**src/rtl/seq_shift_unit.sv**
```systemverilog
// Iterative 8-bit shifter/rotator for the ALU path: one bit position per clock,
// with a start/busy/done handshake and a registered zero flag.
module seq_shift_unit #(
  parameter int WIDTH = 8,
  parameter int CNT_W = 4
) (
  input  logic             CLK,
  input  logic             RESET_N,
  input  logic             START,
  input  logic [2:0]       OP,
  input  logic [WIDTH-1:0] DATA1,
  input  logic [CNT_W-1:0] AMOUNT,
  output logic [WIDTH-1:0] RESULT,
  output logic             BUSY,
  output logic             DONE,
  output logic             ZERO,
  output logic             ERR
);

  typedef enum logic [1:0] {ST_IDLE, ST_SHIFT, ST_DONE} state_t;

  localparam logic [2:0] OP_SLL = 3'b000;
  localparam logic [2:0] OP_SRL = 3'b001;
  localparam logic [2:0] OP_SRA = 3'b010;
  localparam logic [2:0] OP_ROR = 3'b011;
  localparam logic [2:0] OP_ROL = 3'b100;

  localparam logic [CNT_W-1:0] MAX_N    = CNT_W'(WIDTH);
  localparam logic [CNT_W-1:0] ROT_MASK = CNT_W'(WIDTH - 1);

  state_t           state;
  logic [2:0]       op_q;
  logic [CNT_W-1:0] count;
  logic [CNT_W-1:0] n_calc;
  logic             op_bad;
  logic [WIDTH-1:0] step;
  logic             accept;

  // Iteration count: shifts saturate at WIDTH, rotates wrap modulo WIDTH.
  always_comb begin
    op_bad = 1'b0;
    n_calc = '0;
    case (OP)
      OP_SLL, OP_SRL, OP_SRA: n_calc = (AMOUNT > MAX_N) ? MAX_N : AMOUNT;
      OP_ROR, OP_ROL:         n_calc = AMOUNT & ROT_MASK;
      default:                op_bad = 1'b1;
    endcase
  end

  always_comb begin
    step = RESULT;
    case (op_q)
      OP_SLL:  step = {RESULT[WIDTH-2:0], 1'b0};
      OP_SRL:  step = {1'b0, RESULT[WIDTH-1:1]};
      OP_SRA:  step = {RESULT[WIDTH-1], RESULT[WIDTH-1:1]};
      OP_ROR:  step = {RESULT[0], RESULT[WIDTH-1:1]};
      OP_ROL:  step = {RESULT[WIDTH-2:0], RESULT[WIDTH-1]};
      default: step = RESULT;
    endcase
  end

  assign accept = START && ((state == ST_IDLE) || (state == ST_DONE));

  always_ff @(posedge CLK or negedge RESET_N) begin
    if (!RESET_N) begin
      state  <= ST_IDLE;
      op_q   <= '0;
      count  <= '0;
      RESULT <= '0;
      BUSY   <= 1'b0;
      DONE   <= 1'b0;
      ZERO   <= 1'b0;
      ERR    <= 1'b0;
    end else if (accept) begin
      op_q   <= OP;
      count  <= n_calc;
      RESULT <= DATA1;
      ZERO   <= (DATA1 == '0);
      ERR    <= op_bad;
      // A zero-length operation completes straight away with no BUSY cycle.
      if (n_calc != '0) begin
        state <= ST_SHIFT;
        BUSY  <= 1'b1;
        DONE  <= 1'b0;
      end else begin
        state <= ST_DONE;
        BUSY  <= 1'b0;
        DONE  <= 1'b1;
      end
    end else begin
      case (state)
        ST_SHIFT: begin
          RESULT <= step;
          ZERO   <= (step == '0);
          count  <= count - 1'b1;
          if (count == CNT_W'(1)) begin
            state <= ST_DONE;
            BUSY  <= 1'b0;
            DONE  <= 1'b1;
          end
        end
        ST_DONE: begin
          state <= ST_IDLE;
          DONE  <= 1'b0;
        end
        default: ;
      endcase
    end
  end

endmodule

```
**config.mk**
```make
export PLATFORM = sky130hd
export DESIGN_NAME = seq_shift_unit
export DESIGN_NICKNAME = d
export VERILOG_FILES = /design/src/rtl/seq_shift_unit.sv
export SDC_FILE = /design/constraint.sdc
export NUM_CORES = 1
export LEC_CHECK = 0
export BUFFER_PORTS_ARGS = -buffer_cell sky130_fd_sc_hd__buf_2
export CAP_MARGIN = 25
export CORE_MARGIN = 5
export CORE_UTILIZATION = 43
export CTS_BUF_LIST = sky130_fd_sc_hd__clkbuf_4 sky130_fd_sc_hd__clkbuf_8
export DETAILED_ROUTE_END_ITERATION = 16
export GPL_ROUTABILITY_DRIVEN = 0
export PLACE_DENSITY = 0.76
export SKIP_LAST_GASP = 1
export SYNTH_ARGS = -nofsm -noshare
export SYNTH_HDL_FRONTEND = slang
export SYNTH_SLANG_ARGS = --single-unit
```
**constraint.sdc**
```tcl
create_clock -name CLK -period 3.4 [get_ports CLK]
set_input_delay 0.68 -clock CLK [delete_from_list [all_inputs] [get_ports CLK]]
set_output_delay 0.68 -clock CLK [all_outputs]
set_load 0.01 [all_outputs]
```
==> Flow_metrics.wiki, run 1 <==
{| class="wikitable"
! Metric !! Value
|-
| Clock Skews || 0.00399 ns
|-
| Cell chosen for the clock root || sky130_fd_sc_hd__clkbuf_4
|-
| DRC errors left || 0
|-
| Final number of max-transition violations || 0
|-
| RSZ-0062 raised after global routing || false
|-
| Top-level port count || 30
|-
| Crit end category || flip-flop
|-
| Number of H-tree branching levels || 1
|-
| Power Total || 0.00141 W
|-
| Number of clock sinks seen by CTS || 20
|-
| Starting density of the core || 0.450
|-
| Top library cells by usage in the layout, fill and taps aside || 29 x sky130_fd_sc_hd__buf_2, 22 x sky130_fd_sc_hd__nand2_1, 20 x sky130_fd_sc_hd__dfrtp_1, 11 x sky130_fd_sc_hd__a21oi_1, 10 x sky130_fd_sc_hd__nor2_1
|-
| Capturing point of the worst reg2reg path || ZERO$_DFFE_PN0P_
|-
| Slowest stage delay, CP || 0.65 ns
|-
| Number of buffer cells added on primary ports || 29
|-
| Leakage || 0.671 nW
|-
| Buf+Inv Stages, Crit Path || 0
|-
| Initial antenna violation count || 0
|-
| Highest ir drop seen on vdd || 0.532 mV
|-
| Clock tree from TritonCTS || done
|-
| Count of endpoints failing setup in the final report || 0
|-
| Total of hold buffers inserted after clock tree synthesis || 0
|-
| Average via count per standard cell || 5.64
|-
| Area taken by multi-input logic gates || 699 sq um
|-
| Total clock buffers created by CTS || 3
|-
| Mean instance size in the synthesized netlist || 8.88 sq um
|-
| WS Path Type || flip-flop to flip-flop
|-
| P&R area growth vs syn || 14.9%
|-
| Maximum fanout along the worst path || 13
|-
| Hold WC Path Type || input pin to async pin
|-
| Post-CTS setup buffer count || 0
|-
| Total power divided by cell area || 981 nW/um^2
|-
| Headroom to the max-slew limit || 0.578
|-
| Area share of the largest cell type after synthesis || 0.400
|-
| N_diodes || 0
|-
| Pin count of the biggest net entering global routing || 21
|-
| Number of buffers on the longest clock path || 2
|-
| Fin cells || 199
|-
| Number of warning messages in the yosys log || 0
|-
| Vert. Die Dim || 64.0 microns
|-
| Via count of the first global-routing pass || 1099
|-
| DRC violation total after the first TritonRoute iteration || 67
|-
| Setup slack on the worst flop-to-flop path || 1.46 ns
|-
| Core region area || 2780 sq um
|-
| R2r worst-path depth || 5
|-
| Syn Inst Count || 141
|-
| Leading cell types by total area after synthesis || sky130_fd_sc_hd__dfrtp_1 40%, sky130_fd_sc_hd__nand2_1 6.6%, sky130_fd_sc_hd__a21oi_1 4.4%
|-
| Crit share post-route || 0.570
|-
| Flip-flop and latch count after synthesis || 20
|-
| Number of placed cells counting well taps || 195
|-
| # resized after CTS || 0
|-
| Share of cells above drive strength 1 || 0.256
|-
| Data required time at the worst endpoint || 3.62 ns
|-
| Placed wire-length estimate after detailed placement || 2300 microns
|-
| Overflow left after global routing || 0
|-
| Clock period minus final worst setup slack || 1.94 ns
|-
| Clock latency reported for the late side of the worst-skew pair || 0.29 ns
|-
| List of cells traversed by the critical path || mux2_2, mux2i_1, nand4_1, or3_1, a31oi_1
|-
| Slew at the pin closest to its max-slew limit || 0.634 ns
|-
| Hold Violations, Final || 0
|-
| Final-layout fill cell count || 270
|-
| Chip width || 64.0 microns
|-
| Critical path data arrival time || 2.16 ns
|-
| Number of iterations in the first detailed-routing pass || 5
|-
| Number of vias in the routed layout || 1122
|-
| Slowest-stage cell, CP || sky130_fd_sc_hd__dfrtp_1
|-
| Critical R2R Launch || op_q[2]$_DFFE_PN0P_
|-
| First-pass GRT wire length || 4840 microns
|-
| Number of nets in the layout || 189
|-
| GRT Overall Usage || 0.143
|-
| Minimum setup slack after placement || 1.47 ns
|-
| CP startpoint kind || flip-flop
|-
| Share of synthesized area occupied by flip-flops and latches || 0.400
|-
| Die area || 4090 sq um
|-
| Number of maximum-capacitance constraint violations || 0
|-
| Status || completed
|-
| Floorplan row count || 19
|-
| Distinct cell type count of the synthesized netlist || 41
|-
| Setup TNS || 0 ns
|-
| Clock slew at reported path FFs || 0.11 ns
|-
| Timing-limited maximum frequency || 516 MHz
|-
| Most common cell after layout, fill and taps aside || sky130_fd_sc_hd__buf_2
|-
| Antenna-violating nets left || 0
|-
| Total area of sequential cells || 500 sq um
|-
| Detailed Route WL || 2940 microns
|-
| Synthesized area || 1250 sq um
|-
| Net Count, Synth || 161
|-
| Avg WL per Cell || 14.7 microns
|-
| Family with the most delay on the worst path || flip-flops
|-
| Post-synth top area cell || sky130_fd_sc_hd__dfrtp_1
|-
| Final worst-path setup slack || 1.46 ns
|}
==> state kept, by name, summed over array words and instances (netlist names) <==
signal  cells
DONE        1
ERR         1
count       4
state       1
op_q        3
ZERO        1
BUSY        1
RESULT      8
==> kinds of logic after synthesis <==
logic type	Yosys count	synth area share
AO/OA/AOI/OAI	40	0.197
XOR/XNOR	2	0.0140
adder cells (fa/ha/maj)	2	0.0200
buffers and inverters	10	0.0420
flip-flops	20	0.400
multiplexers	10	0.101
AND/OR/NAND/NOR	57	0.227
==> power breakdown <==
group	internal, W	total (W)	switching [W]
Combinational	0.000370	0.000766	0.000396
Sequential	0.000357	0.000512	0.000155
Clock	0.0000651	0.000134	0.0000691
==> cell type report <==
type                       count  share of cell area
multi-input combinational    111               0.486
sequential                    20               0.348
timing repair buffer          30               0.106
tap                           31              0.0270
clock buffer                   4              0.0252
inverter                       3             0.00783
==> through the flow <==
step                      hold slack [ns]   util  instance area [sq um]
after floorplan                     0.384      -                   1250
after global placement              0.462  0.504                   1400
after detailed placement            0.474  0.504                   1400
after CTS                           0.331  0.517                   1440
after global routing                0.329  0.517                   1440
final                               0.314  0.517                   1440
==> routing by layer <==
| layer | vias up | GRT usage | wire [microns] |
|---|---|---|---|
| met1 | 533 | 0.181 | 1340 |
| met3 | 2 | 0.0280 | 170 |
| li1 | 557 | - | - |
| met4 | 0 | 0.0416 | 10 |
| met2 | 30 | 0.247 | 1420 |
| met5 | - | 0 | 0 |
==> worst max-delay path by stage <==
| stage | from | slack (ns) | end | cells after the start |
|---|---|---|---|---|
| floorplan | DONE$_DFFE_PN0P_ | 1.77 | BUSY$_DFFE_PN0P_ | 4 |
| global placement | START | 1.50 | ZERO$_DFFE_PN0P_ | 5 |
| detailed placement | START | 1.47 | ZERO$_DFFE_PN0P_ | 5 |
| CTS | op_q[2]$_DFFE_PN0P_ | 1.45 | ZERO$_DFFE_PN0P_ | 5 |
| global route | op_q[2]$_DFFE_PN0P_ | 1.36 | ZERO$_DFFE_PN0P_ | 5 |
| finish | op_q[2]$_DFFE_PN0P_ | 1.46 | ZERO$_DFFE_PN0P_ | 5 |
==> cells in the mapped netlist (all sizes together) <==
cell type / number
nor2b: 3
xor2: 1
and3b: 1
a2111oi: 1
clkbuf: 5
a31o: 1
nand4: 1
a21oi: 11
nor2: 10
a21o: 2
dfrtp: 20
nand2b: 6
inv: 3
and3: 1
buf: 2
or4b: 1
nand3: 2
nand2: 22
o21ai: 15
mux2i: 5
a32oi: 1
nor4: 3
mux2: 5
or3: 1
o22a: 2
or2: 2
ha: 2
a211oi: 1
nor3: 2
xnor2: 1
a31oi: 2
and2b: 1
a32o: 1
o2111ai: 1
o22ai: 2
and2: 1
Power figures use the tool's default switching activity.
==> run 2: changes to the inputs <==
PLACE_DENSITY = 0.79   (was 0.76)
clock period = 1.6 ns   (was 3.4 ns; I/O delays follow)
==> run 2 against run 1 <==
Effect of this change: the flow now finishes with violations (negative setup slack); global-route usage is 2.6 points higher; non-clock buffer count increased by 25; sequential share of layout area decreased by 4.5 points; critical path depth rose by 1; fmax up 13%; design area up 15%; critical endpoint unchanged; highest routed layer is now met3.
==> Flow_metrics.wiki, run 2 (synthesis gave the netlist of run 1 again) <==
{| class="wikitable"
! Metric !! Value
|-
| DRC violation total after the first TritonRoute iteration || 69
|-
| Slew at the pin closest to its max-slew limit || 0.457 ns
|-
| Count of cells along the worst hold path || 3
|-
| Detailed Route WL || 3400 microns
|-
| Highest ir drop seen on vdd || 1.33 mV
|-
| Number of nets in the layout || 214
|-
| CP startpoint kind || flip-flop
|-
| Clock slew at reported path FFs || 0.11 ns
|-
| Top-level port count || 30
|-
| Status || finished with violations
|-
| Share of cells above drive strength 1 || 0.385
|-
| Number of clock sinks seen by CTS || 20
|-
| Timing-limited maximum frequency || 585 MHz
|-
| Biggest registers after layout || RESULT: 8 flops, count: 4 flops, op_q: 3 flops
|-
| Non-Filler Cell Area, Final || 1660 sq um
|-
| Beginning of the critical path || op_q[2]$_DFFE_PN0P_
|-
| Number of placed cells counting well taps || 214
|-
| Data required time at the worst endpoint || 1.82 ns
|-
| Flip-flop count of the largest register after layout || 8
|-
| Setup slack on the worst flop-to-flop path || -0.11 ns
|-
| Most common cell after layout, fill and taps aside || sky130_fd_sc_hd__buf_2
|-
| Average via count per standard cell || 5.53
|-
| P&R area growth vs syn || 32.3%
|-
| N_diodes || 0
|-
| Number of iterations in the first detailed-routing pass || 4
|-
| Number of vias in the routed layout || 1233
|-
| Overflow left after global routing || 0
|-
| Capturing point of the worst reg2reg path || ZERO$_DFFE_PN0P_
|-
| Final core utilization || 0.596
|-
| DRC errors left || 0
|-
| Global routing met2 resource utilization || 0.296
|-
| GRT Overall Usage || 0.170
|-
| Initial antenna violation count || 0
|-
| Die area || 4090 sq um
|-
| Crit share post-route || 1.07
|-
| Hold WC Path Type || input pin to flip-flop
|-
| Starting density of the core || 0.450
|-
| Antenna-violating nets left || 0
|-
| Met1 Track Usage GR || 0.210
|-
| Total clock buffers created by CTS || 3
|-
| Violated checks || negative setup slack
|-
| Count of endpoints failing setup in the final report || 2
|-
| Critical R2R Launch || op_q[2]$_DFFE_PN0P_
|-
| Number of buffers on the longest clock path || 2
|-
| Headroom to the max-slew limit || 0.695
|-
| Avg WL per Cell || 15.2 microns
|-
| Via count of the first global-routing pass || 1242
|-
| Hold Violations, Final || 0
|-
| Worst setup endpoint || ZERO$_DFFE_PN0P_
|-
| Core region area || 2780 sq um
|-
| Register name with the most flops || RESULT
|-
| Vert. Die Dim || 64.0 microns
|-
| Met3 track demand over resource || 0.0385
|-
| Number of maximum-capacitance constraint violations || 0
|-
| GRT busiest layer || met2
|-
| Cell area after placement || 1550 sq um
|-
| R2r worst-path depth || 6
|-
| Chip width || 64.0 microns
|-
| Maximum fanout along the worst path || 5
|-
| Number of buffer cells added on primary ports || 29
|-
| WS Path Type || flip-flop to flip-flop
|-
| Crit end category || flip-flop
|-
| Clock period minus final worst setup slack || 1.71 ns
|-
| Leakage || 0.787 nW
|-
| Final number of max-transition violations || 0
|-
| Placed wire-length estimate after detailed placement || 2610 microns
|-
| Fin cells || 223
|-
| Worst hold slack || 0.252 ns
|-
| Floorplan row count || 19
|-
| Critical path data arrival time || 1.93 ns
|-
| Pin count of the biggest net entering global routing || 21
|-
| First-pass GRT wire length || 5670 microns
|-
| RSZ-0062 raised after global routing || true
|-
| Clock latency reported for the late side of the worst-skew pair || 0.29 ns
|-
| Total power divided by cell area || 2210 nW/um^2
|-
| Cell chosen for the clock root || sky130_fd_sc_hd__clkbuf_4
|-
| Clock tree from TritonCTS || done
|-
| Clock Skews || 0.00172 ns
|-
| Top library cells by usage in the layout, fill and taps aside || 29 x sky130_fd_sc_hd__buf_2, 25 x sky130_fd_sc_hd__buf_4, 22 x sky130_fd_sc_hd__nand2_1, 19 x sky130_fd_sc_hd__dfrtp_1, 11 x sky130_fd_sc_hd__a21oi_1
|-
| Number of H-tree branching levels || 1
|-
| Final worst-path setup slack || -0.110 ns
|}
## run 2: cell types whose count changed in the layout (fill, tap and decap cells not counted), sizes merged
cell / delta
clkbuf: -1
dlygate4sd3: +1
buf: +24
## run 2: stage by stage
step	worst slack [ns]	setup TNS, ns	total power, W
after global routing	-0.245	-0.383	0.00397
after detailed placement	-0.225	-0.291	0.00313
final	-0.110	-0.113	0.00366
after floorplan	-0.00316	-0.00359	0.00233
after CTS	-0.0918	-0.0918	0.00351
after global placement	-0.146	-0.146	0.00301
## run 2: layout make-up
| type | instances | area, sq um |
|---|---|---|
| Timing Repair Buffer | 55 | 343 |
| Multi-Input combinational cell | 111 | 739 |
| Tap cell | 31 | 38.8 |
| Clock buffer | 3 | 22.5 |
| Fill cell | 262 | 1120 |
| Sequential cell | 20 | 502 |
| Inverter | 3 | 11.3 |
## run 2: where the power goes
group	internal (W)	switching (W)
Clock	0.0000876	0.000147
Combinational	0.00128	0.00114
Sequential	0.000761	0.000244
Total	0.00213	0.00153
## run 2: worst min-delay path by stage
| stage | start | end |
|---|---|---|
| after global placement | RESET_N | count[1]$_DFFE_PN0P_ |
| after floorplan | RESET_N | BUSY$_DFFE_PN0P_ |
| after CTS | DATA1[0] | RESULT[0]$_DFFE_PN0P_ |
| after detailed placement | RESET_N | count[1]$_DFFE_PN0P_ |
| final | DATA1[4] | RESULT[4]$_DFFE_PN0P_ |
| after global routing | DATA1[0] | RESULT[0]$_DFFE_PN0P_ |
## run 2: repair_timing
action / CTS / global route
buffers inserted: 3 / 2
setup endpoints to repair: 4 / 4
hold buffers: 1 / 0
resized for setup: 7 / 5
endpoints found under the hold margin: 20 / 0
pin swaps: 2 / 0
## run 2: critical path: stages, from the launching register on
cell                      delay [ns]
sky130_fd_sc_hd__dfrtp_2        0.37
sky130_fd_sc_hd__buf_4          0.14
sky130_fd_sc_hd__mux2_2         0.34
sky130_fd_sc_hd__mux2i_2        0.20
sky130_fd_sc_hd__nand4_1        0.11
sky130_fd_sc_hd__or3_1          0.32
sky130_fd_sc_hd__a31oi_1        0.16
## run 2: routing by layer
| layer | wire [microns] | vias up |
|---|---|---|
| met3 | 203 | 0 |
| li1 | - | 609 |
| met2 | 1730 | 34 |
| met4 | 0 | 0 |
| met1 | 1460 | 590 |
| met5 | 0 | - |
==> run 3: changes to the inputs <==
--- a/config.mk
+++ b/config.mk
@@ -13,5 +13,5 @@
 export DETAILED_ROUTE_END_ITERATION = 16
 export GPL_ROUTABILITY_DRIVEN = 0
-export PLACE_DENSITY = 0.79
+export PLACE_DENSITY = 0.76
 export SKIP_LAST_GASP = 1
 export SYNTH_ARGS = -nofsm -noshare
==> constraint.sdc (replaced) <==
create_clock -name CLK -period 1.8 [get_ports CLK]
set_input_delay 0.27 -clock CLK [delete_from_list [all_inputs] [get_ports CLK]]
set_output_delay 0.27 -clock CLK [all_outputs]
set_load 0.01 [all_outputs]
==> run 3 against run 2 <==
Effect of this change: the run now ends clean; register-to-register slack gained 0.12 ns; design area shrank 5.0%; first-iteration DRC count shrank 33%; critical path depth is the same; hold slack lost 0.040 ns; total power shrank 17%; fmax shrank 4.5%; cell count shrank 6.3%; setup slack gained 0.12 ns; non-clock buffer count shrank 14; critical path type unchanged; critical endpoint unchanged; largest cell class unchanged.
==> Flow_metrics.wiki, run 3 (synthesis gave the netlist of run 1 again) <==
{| class="wikitable"
! Metric !! Value
|-
| Startpoint of the lowest-slack hold path || AMOUNT[1]
|-
| Slew at the pin closest to its max-slew limit || 0.459 ns
|-
| Clock period minus final worst setup slack || 1.79 ns
|-
| Share of cells above drive strength 1 || 0.320
|-
| Critical R2R Launch || op_q[2]$_DFFE_PN0P_
|-
| Vert. Die Dim || 64.0 microns
|-
| Clock latency reported for the late side of the worst-skew pair || 0.29 ns
|-
| Hold-critical path endpoint || count[1]$_DFFE_PN0P_
|-
| GRT Overall Usage || 0.151
|-
| Starting density of the core || 0.450
|-
| Number of buffers on the longest clock path || 2
|-
| Number of iterations in the first detailed-routing pass || 4
|-
| Number of H-tree branching levels || 1
|-
| Critical path data arrival time || 2.00 ns
|-
| Core region area || 2780 sq um
|-
| Timing-limited maximum frequency || 559 MHz
|-
| Antenna-violating nets left || 0
|-
| Floorplan row count || 19
|-
| Number of nets in the layout || 200
|-
| Initial antenna violation count || 0
|-
| Die area || 4090 sq um
|-
| WS Path Type || flip-flop to flip-flop
|-
| First-pass GRT wire length || 5070 microns
|-
| Average via count per standard cell || 5.65
|-
| Capturing point of the worst reg2reg path || ZERO$_DFFE_PN0P_
|-
| Hold WC Path Type || input pin to flip-flop
|-
| Number of vias in the routed layout || 1180
|-
| Leakage || 0.728 nW
|-
| Placed wire-length estimate after detailed placement || 2390 microns
|-
| Number of clock sinks seen by CTS || 20
|-
| Data required time at the worst endpoint || 2.01 ns
|-
| Headroom to the max-slew limit || 0.694
|-
| Overflow left after global routing || 0
|-
| Final-layout fill cell count || 253
|-
| Maximum fanout along the worst path || 6
|-
| Power Total || 0.00305 W
|-
| Final number of max-transition violations || 0
|-
| Setup slack on the worst flop-to-flop path || 0.01 ns
|-
| Number of buffer cells added on primary ports || 29
|-
| R2r worst-path depth || 6
|-
| Cell chosen for the clock root || sky130_fd_sc_hd__clkbuf_4
|-
| DRC violation total after the first TritonRoute iteration || 46
|-
| Flip-flop count of the largest register after layout || 8
|-
| Via count of the first global-routing pass || 1195
|-
| Top library cells by usage in the layout, fill and taps aside || 29 x sky130_fd_sc_hd__buf_2, 22 x sky130_fd_sc_hd__nand2_1, 19 x sky130_fd_sc_hd__dfrtp_1, 11 x sky130_fd_sc_hd__a21oi_1, 10 x sky130_fd_sc_hd__nor2_1
|-
| Number of maximum-capacitance constraint violations || 0
|-
| Count of endpoints failing setup in the final report || 0
|-
| DRC errors left || 0
|-
| Status || completed
|-
| Total clock buffers created by CTS || 3
|-
| Clock slew at reported path FFs || 0.10 ns
|-
| Final worst-path setup slack || 0.0105 ns
|-
| Biggest registers after layout || RESULT: 8 flops, count: 4 flops, op_q: 3 flops
|-
| Register name with the most flops || RESULT
|-
| Hold Violations, Final || 0
|-
| Clock tree from TritonCTS || done
|-
| N_diodes || 0
|-
| Top-level port count || 30
|-
| Highest ir drop seen on vdd || 1.11 mV
|-
| Most common cell after layout, fill and taps aside || sky130_fd_sc_hd__buf_2
|-
| Pin count of the biggest net entering global routing || 21
|-
| Total power divided by cell area || 1940 nW/um^2
|-
| Minimum setup slack after placement || -0.0876 ns
|-
| CP startpoint kind || flip-flop
|-
| P&R area growth vs syn || 25.7%
|-
| Chip width || 64.0 microns
|-
| Clock Skews || 0.00750 ns
|-
| Detailed Route WL || 3260 microns
|-
| RSZ-0062 raised after global routing || true
|-
| Crit end category || flip-flop
|-
| Count of cells along the worst hold path || 3
|-
| Crit share post-route || 0.994
|-
| Avg WL per Cell || 15.6 microns
|}
run 3: metal layers:
| metal | part of all wire | global-route usage |
|---|---|---|
| met1 | 0.40 | 0.180 |
| met2 | 0.52 | 0.261 |
| met3 | 0.063 | 0.0333 |
| met4 | 0.019 | 0.0623 |
| met5 | 0 | 0 |
run 3: final cells by class:
class	count	area [sq um]	area share
multi-input cells	111	754	0.479
flip-flops and latches	20	502	0.319
clock buffers	3	22.5	0.0143
well taps	31	38.8	0.0246
inverters	3	11.3	0.00715
repair buffers	41	245	0.156
run 3: worst max path at each step:
| stage | start | endpoint | slack [ns] | depth (start not counted) |
|---|---|---|---|---|
| 2_1_floorplan | DONE$_DFFE_PN0P_ | BUSY$_DFFE_PN0P_ | 0.17 | 4 |
| 3_3_place_gp | op_q[2]$_DFFE_PN0P_ | ZERO$_DFFE_PN0P_ | 0.06 | 5 |
| 3_5_place_dp | op_q[2]$_DFFE_PN0P_ | ZERO$_DFFE_PN0P_ | -0.09 | 5 |
| 4_1_cts | op_q[2]$_DFFE_PN0P_ | ZERO$_DFFE_PN0P_ | 0.003 | 6 |
| 5_1_grt | op_q[2]$_DFFE_PN0P_ | ZERO$_DFFE_PN0P_ | -0.05 | 6 |
| 6_report | op_q[2]$_DFFE_PN0P_ | ZERO$_DFFE_PN0P_ | 0.01 | 6 |
run 3: critical path, cell delays in order, from the launching register on:
cell                      delay [ns]
sky130_fd_sc_hd__dfrtp_2        0.49
sky130_fd_sc_hd__buf_6          0.15
sky130_fd_sc_hd__mux2_4         0.31
sky130_fd_sc_hd__mux2i_4        0.17
sky130_fd_sc_hd__o21ai_1        0.09
sky130_fd_sc_hd__or3_1          0.32
sky130_fd_sc_hd__a31oi_1        0.19
run 3: power by group:
group,internal [W],switching [W],leakage [nW]
combinational,0.000967,0.000920,0.471
sequential,0.000676,0.000284,0.243
clock,0.0000776,0.000121,0.0138
run 3: stage by stage:
step | utilization | std cells | hold slack [ns] | setup TNS (ns) | cell area, sq um
global placement | 0.520 | 201 | 0.243 | 0 | 1450
global route | 0.566 | 209 | 0.200 | -0.0458 | 1570
finish | 0.566 | 209 | 0.212 | 0 | 1570
detailed placement | 0.520 | 201 | 0.246 | -0.0876 | 1450
floorplan | - | 141 | -0.0256 | 0 | 1250
CTS | 0.541 | 208 | 0.202 | 0 | 1500
run 3: what timing repair did:
action,in CTS,in global routing
gates resized for setup,2,13
pin swaps,0,3
buffers inserted,3,2
endpoints found under the hold margin,20,0
endpoints found under the setup margin,1,1
hold buffers,1,0
